<file path="src/rtl/seg_scan_ctrl_if.sv">
// ---------------------------------------------------------------------------
// seg_scan_ctrl_if
//  Bundles the IO-bus write side and the display pin side of the 7-segment
//  scan controller so the controller can be wired with a single port.
//
//  Signals
//   WR_EN       1   one-cycle write strobe for the display address
//   WR_DATA     28  raw segment frame, [6:0]=digit0 (rightmost) .. [27:21]=digit3
//   BRIGHT      2   brightness level, 0=25% .. 3=100% of the lit window
//   AN          4   anode enables, active-low
//   SEG_N       7   segment drive, active-low
//   PENDING     1   shadow frame written but not yet displayed
//   FRAME_TICK  1   one-cycle pulse after every frame boundary
//
//  Modports
//   master : the IO write decode / bench side (drives writes, observes pins)
//   slave  : the scan controller
// ---------------------------------------------------------------------------
interface seg_scan_ctrl_if;
    logic        WR_EN;
    logic [27:0] WR_DATA;
    logic [1:0]  BRIGHT;
    logic [3:0]  AN;
    logic [6:0]  SEG_N;
    logic        PENDING;
    logic        FRAME_TICK;

    modport master (
        output WR_EN,
        output WR_DATA,
        output BRIGHT,
        input  AN,
        input  SEG_N,
        input  PENDING,
        input  FRAME_TICK
    );

    modport slave (
        input  WR_EN,
        input  WR_DATA,
        input  BRIGHT,
        output AN,
        output SEG_N,
        output PENDING,
        output FRAME_TICK
    );
endinterface

</file>
<file path="src/rtl/seg_scan_ctrl.sv">
// ---------------------------------------------------------------------------
// seg_scan_ctrl
//  Scan controller for a 4-digit multiplexed 7-segment display.
//  IO writes land in a shadow frame; the shadow is copied to the displayed
//  (front) frame only on a frame boundary so a frame never tears. Each digit
//  is preceded by an all-anodes-off blanking gap to suppress ghosting, and the
//  lit window is trimmed in quarters for 4-level brightness.
//
//  Ports
//   CLK    in   system clock
//   RESET  in   asynchronous, active-high
//   bus    slave modport of seg_scan_ctrl_if
//            WR_EN/WR_DATA/BRIGHT in, AN/SEG_N/PENDING/FRAME_TICK out
//
//  Parameters
//   ACTIVE_CYCLES  lit window per digit in CLK cycles (power of two, >= 4)
//   BLANK_CYCLES   blanking gap before each digit in CLK cycles (>= 1)
//
//  FSM states
//   state     | meaning
//   ----------+----------------------------------------------------------
//   ST_BLANK  | all anodes off, counting the gap before the current digit
//   ST_ACTIVE | current digit window, lit for the first bright_q+1 quarters
// ---------------------------------------------------------------------------
module seg_scan_ctrl #(
    parameter int ACTIVE_CYCLES = 16384,
    parameter int BLANK_CYCLES  = 64
) (
    input  logic            CLK,
    input  logic            RESET,
    seg_scan_ctrl_if.slave  bus
);

    localparam int CNT_MAX = (ACTIVE_CYCLES > BLANK_CYCLES) ? ACTIVE_CYCLES : BLANK_CYCLES;
    localparam int CW      = $clog2(CNT_MAX);
    // Width of the active-window count; its top two bits give the quarter.
    localparam int AW      = $clog2(ACTIVE_CYCLES);

    localparam logic [CW-1:0] BLANK_LAST  = CW'(BLANK_CYCLES - 1);
    localparam logic [CW-1:0] ACTIVE_LAST = CW'(ACTIVE_CYCLES - 1);

    typedef enum logic {
        ST_BLANK  = 1'b0,
        ST_ACTIVE = 1'b1
    } state_t;

    state_t      state_q,      state_d;
    logic [CW-1:0] cnt_q,      cnt_d;
    logic [1:0]  digit_q,      digit_d;
    logic [1:0]  bright_q,     bright_d;
    logic [27:0] shadow_q,     shadow_d;
    logic [27:0] front_q,      front_d;
    logic        pending_q,    pending_d;
    logic        frame_tick_q, frame_tick_d;
    logic [3:0]  an_q,         an_d;
    logic [6:0]  seg_n_q,      seg_n_d;

    logic        boundary;
    logic        lit;
    logic [6:0]  digit_seg;

    // Raw segment pattern of the digit currently being scanned.
    always_comb begin
        digit_seg = 7'h00;
        case (digit_q)
            2'd0:    digit_seg = front_q[6:0];
            2'd1:    digit_seg = front_q[13:7];
            2'd2:    digit_seg = front_q[20:14];
            default: digit_seg = front_q[27:21];
        endcase
    end

    // Last ACTIVE cycle of digit 3 closes the frame.
    assign boundary = (state_q == ST_ACTIVE) && (digit_q == 2'd3) && (cnt_q == ACTIVE_LAST);

    // Lit while the current quarter of the window is within the brightness level.
    assign lit = (cnt_q[AW-1 -: 2] <= bright_q);

    always_comb begin
        state_d      = state_q;
        cnt_d        = cnt_q + CW'(1);
        digit_d      = digit_q;
        bright_d     = bright_q;
        shadow_d     = shadow_q;
        front_d      = front_q;
        pending_d    = pending_q;
        frame_tick_d = 1'b0;
        an_d         = 4'hF;
        seg_n_d      = 7'h7F;

        case (state_q)
            ST_BLANK: begin
                if (cnt_q == BLANK_LAST) begin
                    state_d  = ST_ACTIVE;
                    cnt_d    = '0;
                    // Brightness is frozen for the whole digit window.
                    bright_d = bus.BRIGHT;
                end
            end
            default: begin
                if (cnt_q == ACTIVE_LAST) begin
                    state_d = ST_BLANK;
                    cnt_d   = '0;
                    digit_d = digit_q + 2'd1;
                end
            end
        endcase

        if (bus.WR_EN) begin
            shadow_d  = bus.WR_DATA;
            pending_d = 1'b1;
        end

        if (boundary) begin
            frame_tick_d = 1'b1;
            if (bus.WR_EN) begin
                // A write landing exactly on the boundary goes straight to the
                // display; waiting a whole frame for it would be pointless.
                front_d   = bus.WR_DATA;
                pending_d = 1'b0;
            end else if (pending_q) begin
                front_d   = shadow_q;
                pending_d = 1'b0;
            end
        end

        if ((state_q == ST_ACTIVE) && lit) begin
            an_d    = ~(4'b0001 << digit_q);
            seg_n_d = ~digit_seg;
        end
    end

    always_ff @(posedge CLK or posedge RESET) begin
        if (RESET) begin
            state_q      <= ST_BLANK;
            cnt_q        <= '0;
            digit_q      <= 2'd0;
            bright_q     <= 2'd0;
            shadow_q     <= '0;
            front_q      <= '0;
            pending_q    <= 1'b0;
            frame_tick_q <= 1'b0;
            an_q         <= 4'hF;
            seg_n_q      <= 7'h7F;
        end else begin
            state_q      <= state_d;
            cnt_q        <= cnt_d;
            digit_q      <= digit_d;
            bright_q     <= bright_d;
            shadow_q     <= shadow_d;
            front_q      <= front_d;
            pending_q    <= pending_d;
            frame_tick_q <= frame_tick_d;
            an_q         <= an_d;
            seg_n_q      <= seg_n_d;
        end
    end

    assign bus.AN         = an_q;
    assign bus.SEG_N      = seg_n_q;
    assign bus.PENDING    = pending_q;
    assign bus.FRAME_TICK = frame_tick_q;

endmodule

</file>
<file path="src/flat_wrapper.sv">
// flat-port wrapper written by rule: the top's interface ports become plain ports
module seg_scan_ctrl_flat 
#(
    parameter int ACTIVE_CYCLES = 16384,
    parameter int BLANK_CYCLES  = 64
)
  (CLK, RESET, bus_WR_EN, bus_WR_DATA, bus_BRIGHT, bus_AN, bus_SEG_N, bus_PENDING, bus_FRAME_TICK);
  seg_scan_ctrl_if bus_i ();
  input  logic CLK;
  input  logic RESET;
  input wire logic [$bits(bus_i.WR_EN)-1:0] bus_WR_EN;
  input wire logic [$bits(bus_i.WR_DATA)-1:0] bus_WR_DATA;
  input wire logic [$bits(bus_i.BRIGHT)-1:0] bus_BRIGHT;
  output wire logic [$bits(bus_i.AN)-1:0] bus_AN;
  output wire logic [$bits(bus_i.SEG_N)-1:0] bus_SEG_N;
  output wire logic [$bits(bus_i.PENDING)-1:0] bus_PENDING;
  output wire logic [$bits(bus_i.FRAME_TICK)-1:0] bus_FRAME_TICK;
  assign bus_i.WR_EN = bus_WR_EN;
  assign bus_i.WR_DATA = bus_WR_DATA;
  assign bus_i.BRIGHT = bus_BRIGHT;
  assign bus_AN = bus_i.AN;
  assign bus_SEG_N = bus_i.SEG_N;
  assign bus_PENDING = bus_i.PENDING;
  assign bus_FRAME_TICK = bus_i.FRAME_TICK;
  seg_scan_ctrl #(.ACTIVE_CYCLES(ACTIVE_CYCLES), .BLANK_CYCLES(BLANK_CYCLES)) u_core (.CLK(CLK), .RESET(RESET), .bus(bus_i));
endmodule
</file>
<file path="config.mk">
export PLATFORM = sky130hd
export DESIGN_NAME = seg_scan_ctrl_flat
export DESIGN_NICKNAME = d
export VERILOG_FILES = /design/src/rtl/seg_scan_ctrl_if.sv /design/src/rtl/seg_scan_ctrl.sv /design/src/flat_wrapper.sv
export SDC_FILE = /design/constraint.sdc
export NUM_CORES = 1
export LEC_CHECK = 0
export CAP_MARGIN = 10
export CORE_UTILIZATION = 40
export CTS_CLUSTER_SIZE = 40
export DETAILED_ROUTE_END_ITERATION = 8
export GPL_TIMING_DRIVEN = 0
export REMOVE_ABC_BUFFERS = 1
export SYNTH_ARGS = -nofsm -noshare
export SYNTH_HDL_FRONTEND = slang
export SYNTH_SLANG_ARGS = --single-unit
export TNS_END_PERCENT = 100
</file>
<file path="constraint.sdc">
create_clock -name CLK -period 2.8 [get_ports CLK]
set_input_delay 0.28 -clock CLK [delete_from_list [all_inputs] [get_ports CLK]]
set_output_delay 0.28 -clock CLK [all_outputs]
set_load 0.1 [all_outputs]
</file>
==> results.txt <==
----------------------------------------------------
[Finish]
  Number of fill cells in the layout ... approximately 830
  Layout Cell Area excl Fill ... approximately 0.0045 mm2
  Area used by sequential logic in the layout ... between 0.002 and 0.0025 mm2
  Final design utilization ... 0.491
  Fraction of layout instances using a drive strength above 1 ... 0.301
  # diodes ... 0
  Signed area change from the synthesized netlist to the final layout ... 19.6%
  Total number of nets in the final design ... 358
  Multi-input combinational cell area ... 0.00144 mm2

[Run status]
  Result of the run ... finished, final reports clean

[STA]
  Setup repair after global routing missed its margin ... no
  Post-layout minimum cycle time ... between 2 and 2.5 ns
  Worst Slack Setup Final ... 0.500 ns
  Hold Violations, Final ... 0
  Count of pins over their slew limit ... 0
  Slew @ Worst Pin ... about 1.2 ns
  Fraction of the cycle the final worst path needs ... 0.821
  Slew Limit Headroom ... 0.192
  Worst Clk Skew ... about 0.013 ns
  Final setup fails ... 0
  Max Fclk ... roughly 430 MHz

[Clocking]
  Clock edge transition at the registers on the reported setup and hold paths ... approximately 0.09 ns
  Post-CTS Repair Setup Buffers ... 0
  Clock sinks ... 88
  Number of buffers inserted for hold repair after clock tree synthesis ... 0
  Number of instances resized during post-cts repair ... 0
  Root Driver ... sky130_fd_sc_hd__clkbuf_8
  Number of buffers created by CTS ... 9
  Clock tree from TritonCTS ... built
  Deepest level of the CTS H-tree ... 3
  Worst-Skew Late Latency ... 0.35 ns
  Clock Tree Buf Depth ... 2

[Drt]
  Detail Route Antenna Nets ... 0
  Total detailed-routing wirelength ... 6640 um
  Vias after detailed routing ... roughly 2,200
  Post-DR wirelength/cell ... 15.3 um
  Via-per-instance ratio ... around 5.0
  Initial detailed-routing violation count ... roughly 100
  DRC violations left ... 0
  DRT Pass-1 Iters ... 4

[Placement]
  Detail Placement HPWL ... 4340 um
  Pre-CTS setup slack ... about 0.52 ns
  Number of input and output port buffers inserted ... 45
  Post-placement cell area ... 0.00430 mm2
  Global placement routability congestion ... ~0.75

[Synth]
  Number of instances in the synthesized netlist ... around 270
  Synthesized-area fraction occupied by ao, oa, aoi and oai cells ... 0.0396
  EDFF count, synth ... 0
  Post-synthesis share of cell area spent on xor and xnor gates ... 0.0303
  Post-synthesis mux area share ... 0.197
  Yosys top cell area share ... 0.513
  Share of synthesized flip-flops with an asynchronous set or reset ... 1.00
  Top post-synthesis cells by area ... sky130_fd_sc_hd__dfrtp_1, sky130_fd_sc_hd__mux2_2, sky130_fd_sc_hd__mux2_4
  Most frequently used cell type in the post-synthesis netlist ... sky130_fd_sc_hd__dfrtp_1
  Synth cell count leaders ... sky130_fd_sc_hd__dfrtp_1, sky130_fd_sc_hd__mux2_2, sky130_fd_sc_hd__nand2_1
  Simple-gate share of the synthesized area ... 0.0889
  Average cell area after synthesis ... between 10 and 15 um2
  Dominant combinational cell family by area after synthesis ... multiplexers
  Sequential area share after synthesis ... 0.590
  Primary flip-flop cell chosen by synthesis mapping ... sky130_fd_sc_hd__dfrtp_1
  Post-synthesis adder-cell area fraction ... 0.0266
  Flip-flop and latch count after synthesis ... 88
  Yosys warns ... 0
  Synth unique cells ... 32
  Cell type contributing the most total cell area after synthesis ... sky130_fd_sc_hd__dfrtp_1
  Mapped Area ... approximately 0.0038 mm2

[Power]
  Switching power share of the total ... 0.227
  Power per standard cell area ... 521 mW/mm2
  Pwr Total ... roughly 2.3 mW
  Total leakage power ... between 2 and 2.5 nW
  Portion of total power attributed to combinational logic ... 0.060
  Net switching power of the design ... 533 uW
  Worst voltage drop across the vdd grid ... between 200 and 250 uV
  Total internal power ... approximately 1.8 mW
  Share of power burned in registers ... 0.563
  Clock power frac ... 0.377

[Critical path]
  Worst path top cell family by delay ... buffers and inverters
  Endpoint class of the critical path ... output pin
  Worst stage delay on the critical path ... around 1.1 ns
  Crit path buf inv count ... 1
  CP max stage cell ... sky130_fd_sc_hd__clkdlybuf4s50_1
  Worst Path Required ... approximately 2.5 ns
  Worst Path Max Fanout ... 1
  Classification of the worst setup path ... register to output pin
  Arrival time at the worst endpoint ... between 2 and 2.5 ns
  Setup crit start kind ... register
  Cells traversed along the worst timing path ... clkdlybuf4s50_1

[Floorplan]
  Effective utilization at floorplan ... 0.411
  Die boundary width ... 98.9 um
  Core area ... slightly above 0.009 mm2
  Total I/O pin count ... between 40 and 50
  Die area ... 0.00979 mm2
  FP Rows ... 35
  Vert. Die Dim ... 98.9 um

[Global route]
  Wire length of the first global-routing pass ... about 11,000 um
  Remaining Overflow, GRT ... 0
  Largest net degree at the start of global routing ... 50
  Initial antenna violation count ... 0
  Via count of the first global-routing pass ... around 2,200
  GRT Resource Usage Total ... 0.149

[Job]
  Max cap viols ... 0

[Hold path]
  Hold WC Path Type ... primary input to async pin

----------------------------------------------------
[state kept, by name (all words and copies together), names as in the netlist]
signal and count:
u_core.shadow_q 28, u_core.state_q 1, u_core.bus.PENDING 1, u_core.bus.SEG_N 7
u_core.bus.FRAME_TICK 1, u_core.front_q 28, u_core.cnt_q 14, u_core.bright_q 2
u_core.bus.AN 4, u_core.digit_q 2
[worst paths after layout]
path	start	depth (start not counted)	endpoint	slack, ns
min in group CLK	u_core.front_q[22]	3	u_core.bus.SEG_N[1]	0.49
max reg2reg	u_core.cnt_q[0]	5	u_core.front_q[18]	0.70
min reg2reg	u_core.front_q[22]	3	u_core.bus.SEG_N[1]	0.49
max in group asynchronous	RESET	3	u_core.bus.SEG_N[1]	1.81
min	RESET	2	u_core.shadow_q[9]	0.32
max	u_core.bus.SEG_N[1]	1	bus_SEG_N[1]	0.50
[worst reg2reg max path: stages, from the launching register on]
cell,delay [ns]
sky130_fd_sc_hd__dfrtp_1,0.39
sky130_fd_sc_hd__ha_1,0.25
sky130_fd_sc_hd__nand4_2,0.16
sky130_fd_sc_hd__nor4_4,0.37
sky130_fd_sc_hd__o21ai_4,0.38
sky130_fd_sc_hd__mux2_4,0.43
[through the flow]
step                      hold WS [ns]  setup TNS [ns]  instances
after global routing             0.350               0        433
after detailed placement         0.478               0        417
after floorplan                  0.424               0        260
after global placement           0.472         -107.51        416
after CTS                        0.333               0        433
final                            0.321               0        433
[power by group through the flow]
| stage | registers (mW) | clock network [mW] | logic (mW) |
|---|---|---|---|
| 4_1_cts | 1.32 | 0.905 | 0.146 |
| 5_1_grt | 1.32 | 0.972 | 0.156 |
| 6_report | 1.32 | 0.883 | 0.140 |
| 2_1_floorplan | 1.34 | 0 | 0.0702 |
| 3_3_place_gp | 1.34 | 0 | 0.139 |
| 3_5_place_dp | 1.34 | 0 | 0.145 |
[metal layers]
layer / part of all wire / vias to the layer above / wire length [um] / track usage
li1: - / 1035 / - / -
met1: 0.49 / 1057 / 3250 / 0.205
met2: 0.45 / 50 / 3000 / 0.229
met3: 0.044 / 10 / 291 / 0.0319
met4: 0.014 / 0 / 95 / 0.0620
met5: 0 / - / 0 / 0
[cells by family after synthesis]
kind of cell / Yosys count
flip-flops: 88
AND/OR/NAND/NOR: 65
buffers and inverters: 19
AO/OA/AOI/OAI: 19
adder cells (fa/ha/maj): 8
XOR/XNOR: 13
multiplexers: 59
[layout make-up]
cell class | count | area share
clock buffers | 9 | 0.0275
well taps | 111 | 0.0309
inverters | 8 | 0.00723
clock inverters | 7 | 0.0170
multi-input cells | 164 | 0.319
repair buffers | 46 | 0.105
flip-flops and latches | 88 | 0.493
[placed cells by master (no fill, tap or decap), types with 2 or more instances in the layout]
master / instances
sky130_fd_sc_hd__nand4_1: 3
sky130_fd_sc_hd__o21ai_0: 10
sky130_fd_sc_hd__a222oi_1: 7
sky130_fd_sc_hd__mux2_2: 39
sky130_fd_sc_hd__nand2_1: 24
sky130_fd_sc_hd__nor3_1: 3
sky130_fd_sc_hd__clkinvlp_4: 2
sky130_fd_sc_hd__ha_1: 8
sky130_fd_sc_hd__clkdlybuf4s50_1: 44
sky130_fd_sc_hd__nor4_1: 3
sky130_fd_sc_hd__dfstp_2: 11
sky130_fd_sc_hd__inv_6: 3
sky130_fd_sc_hd__inv_1: 7
sky130_fd_sc_hd__xnor2_1: 10
sky130_fd_sc_hd__clkbuf_8: 9
sky130_fd_sc_hd__dfrtp_1: 77
sky130_fd_sc_hd__xor2_1: 3
sky130_fd_sc_hd__nand3_1: 7
sky130_fd_sc_hd__nor2_1: 16
sky130_fd_sc_hd__mux2_4: 20
Power figures use the tool's default switching activity.
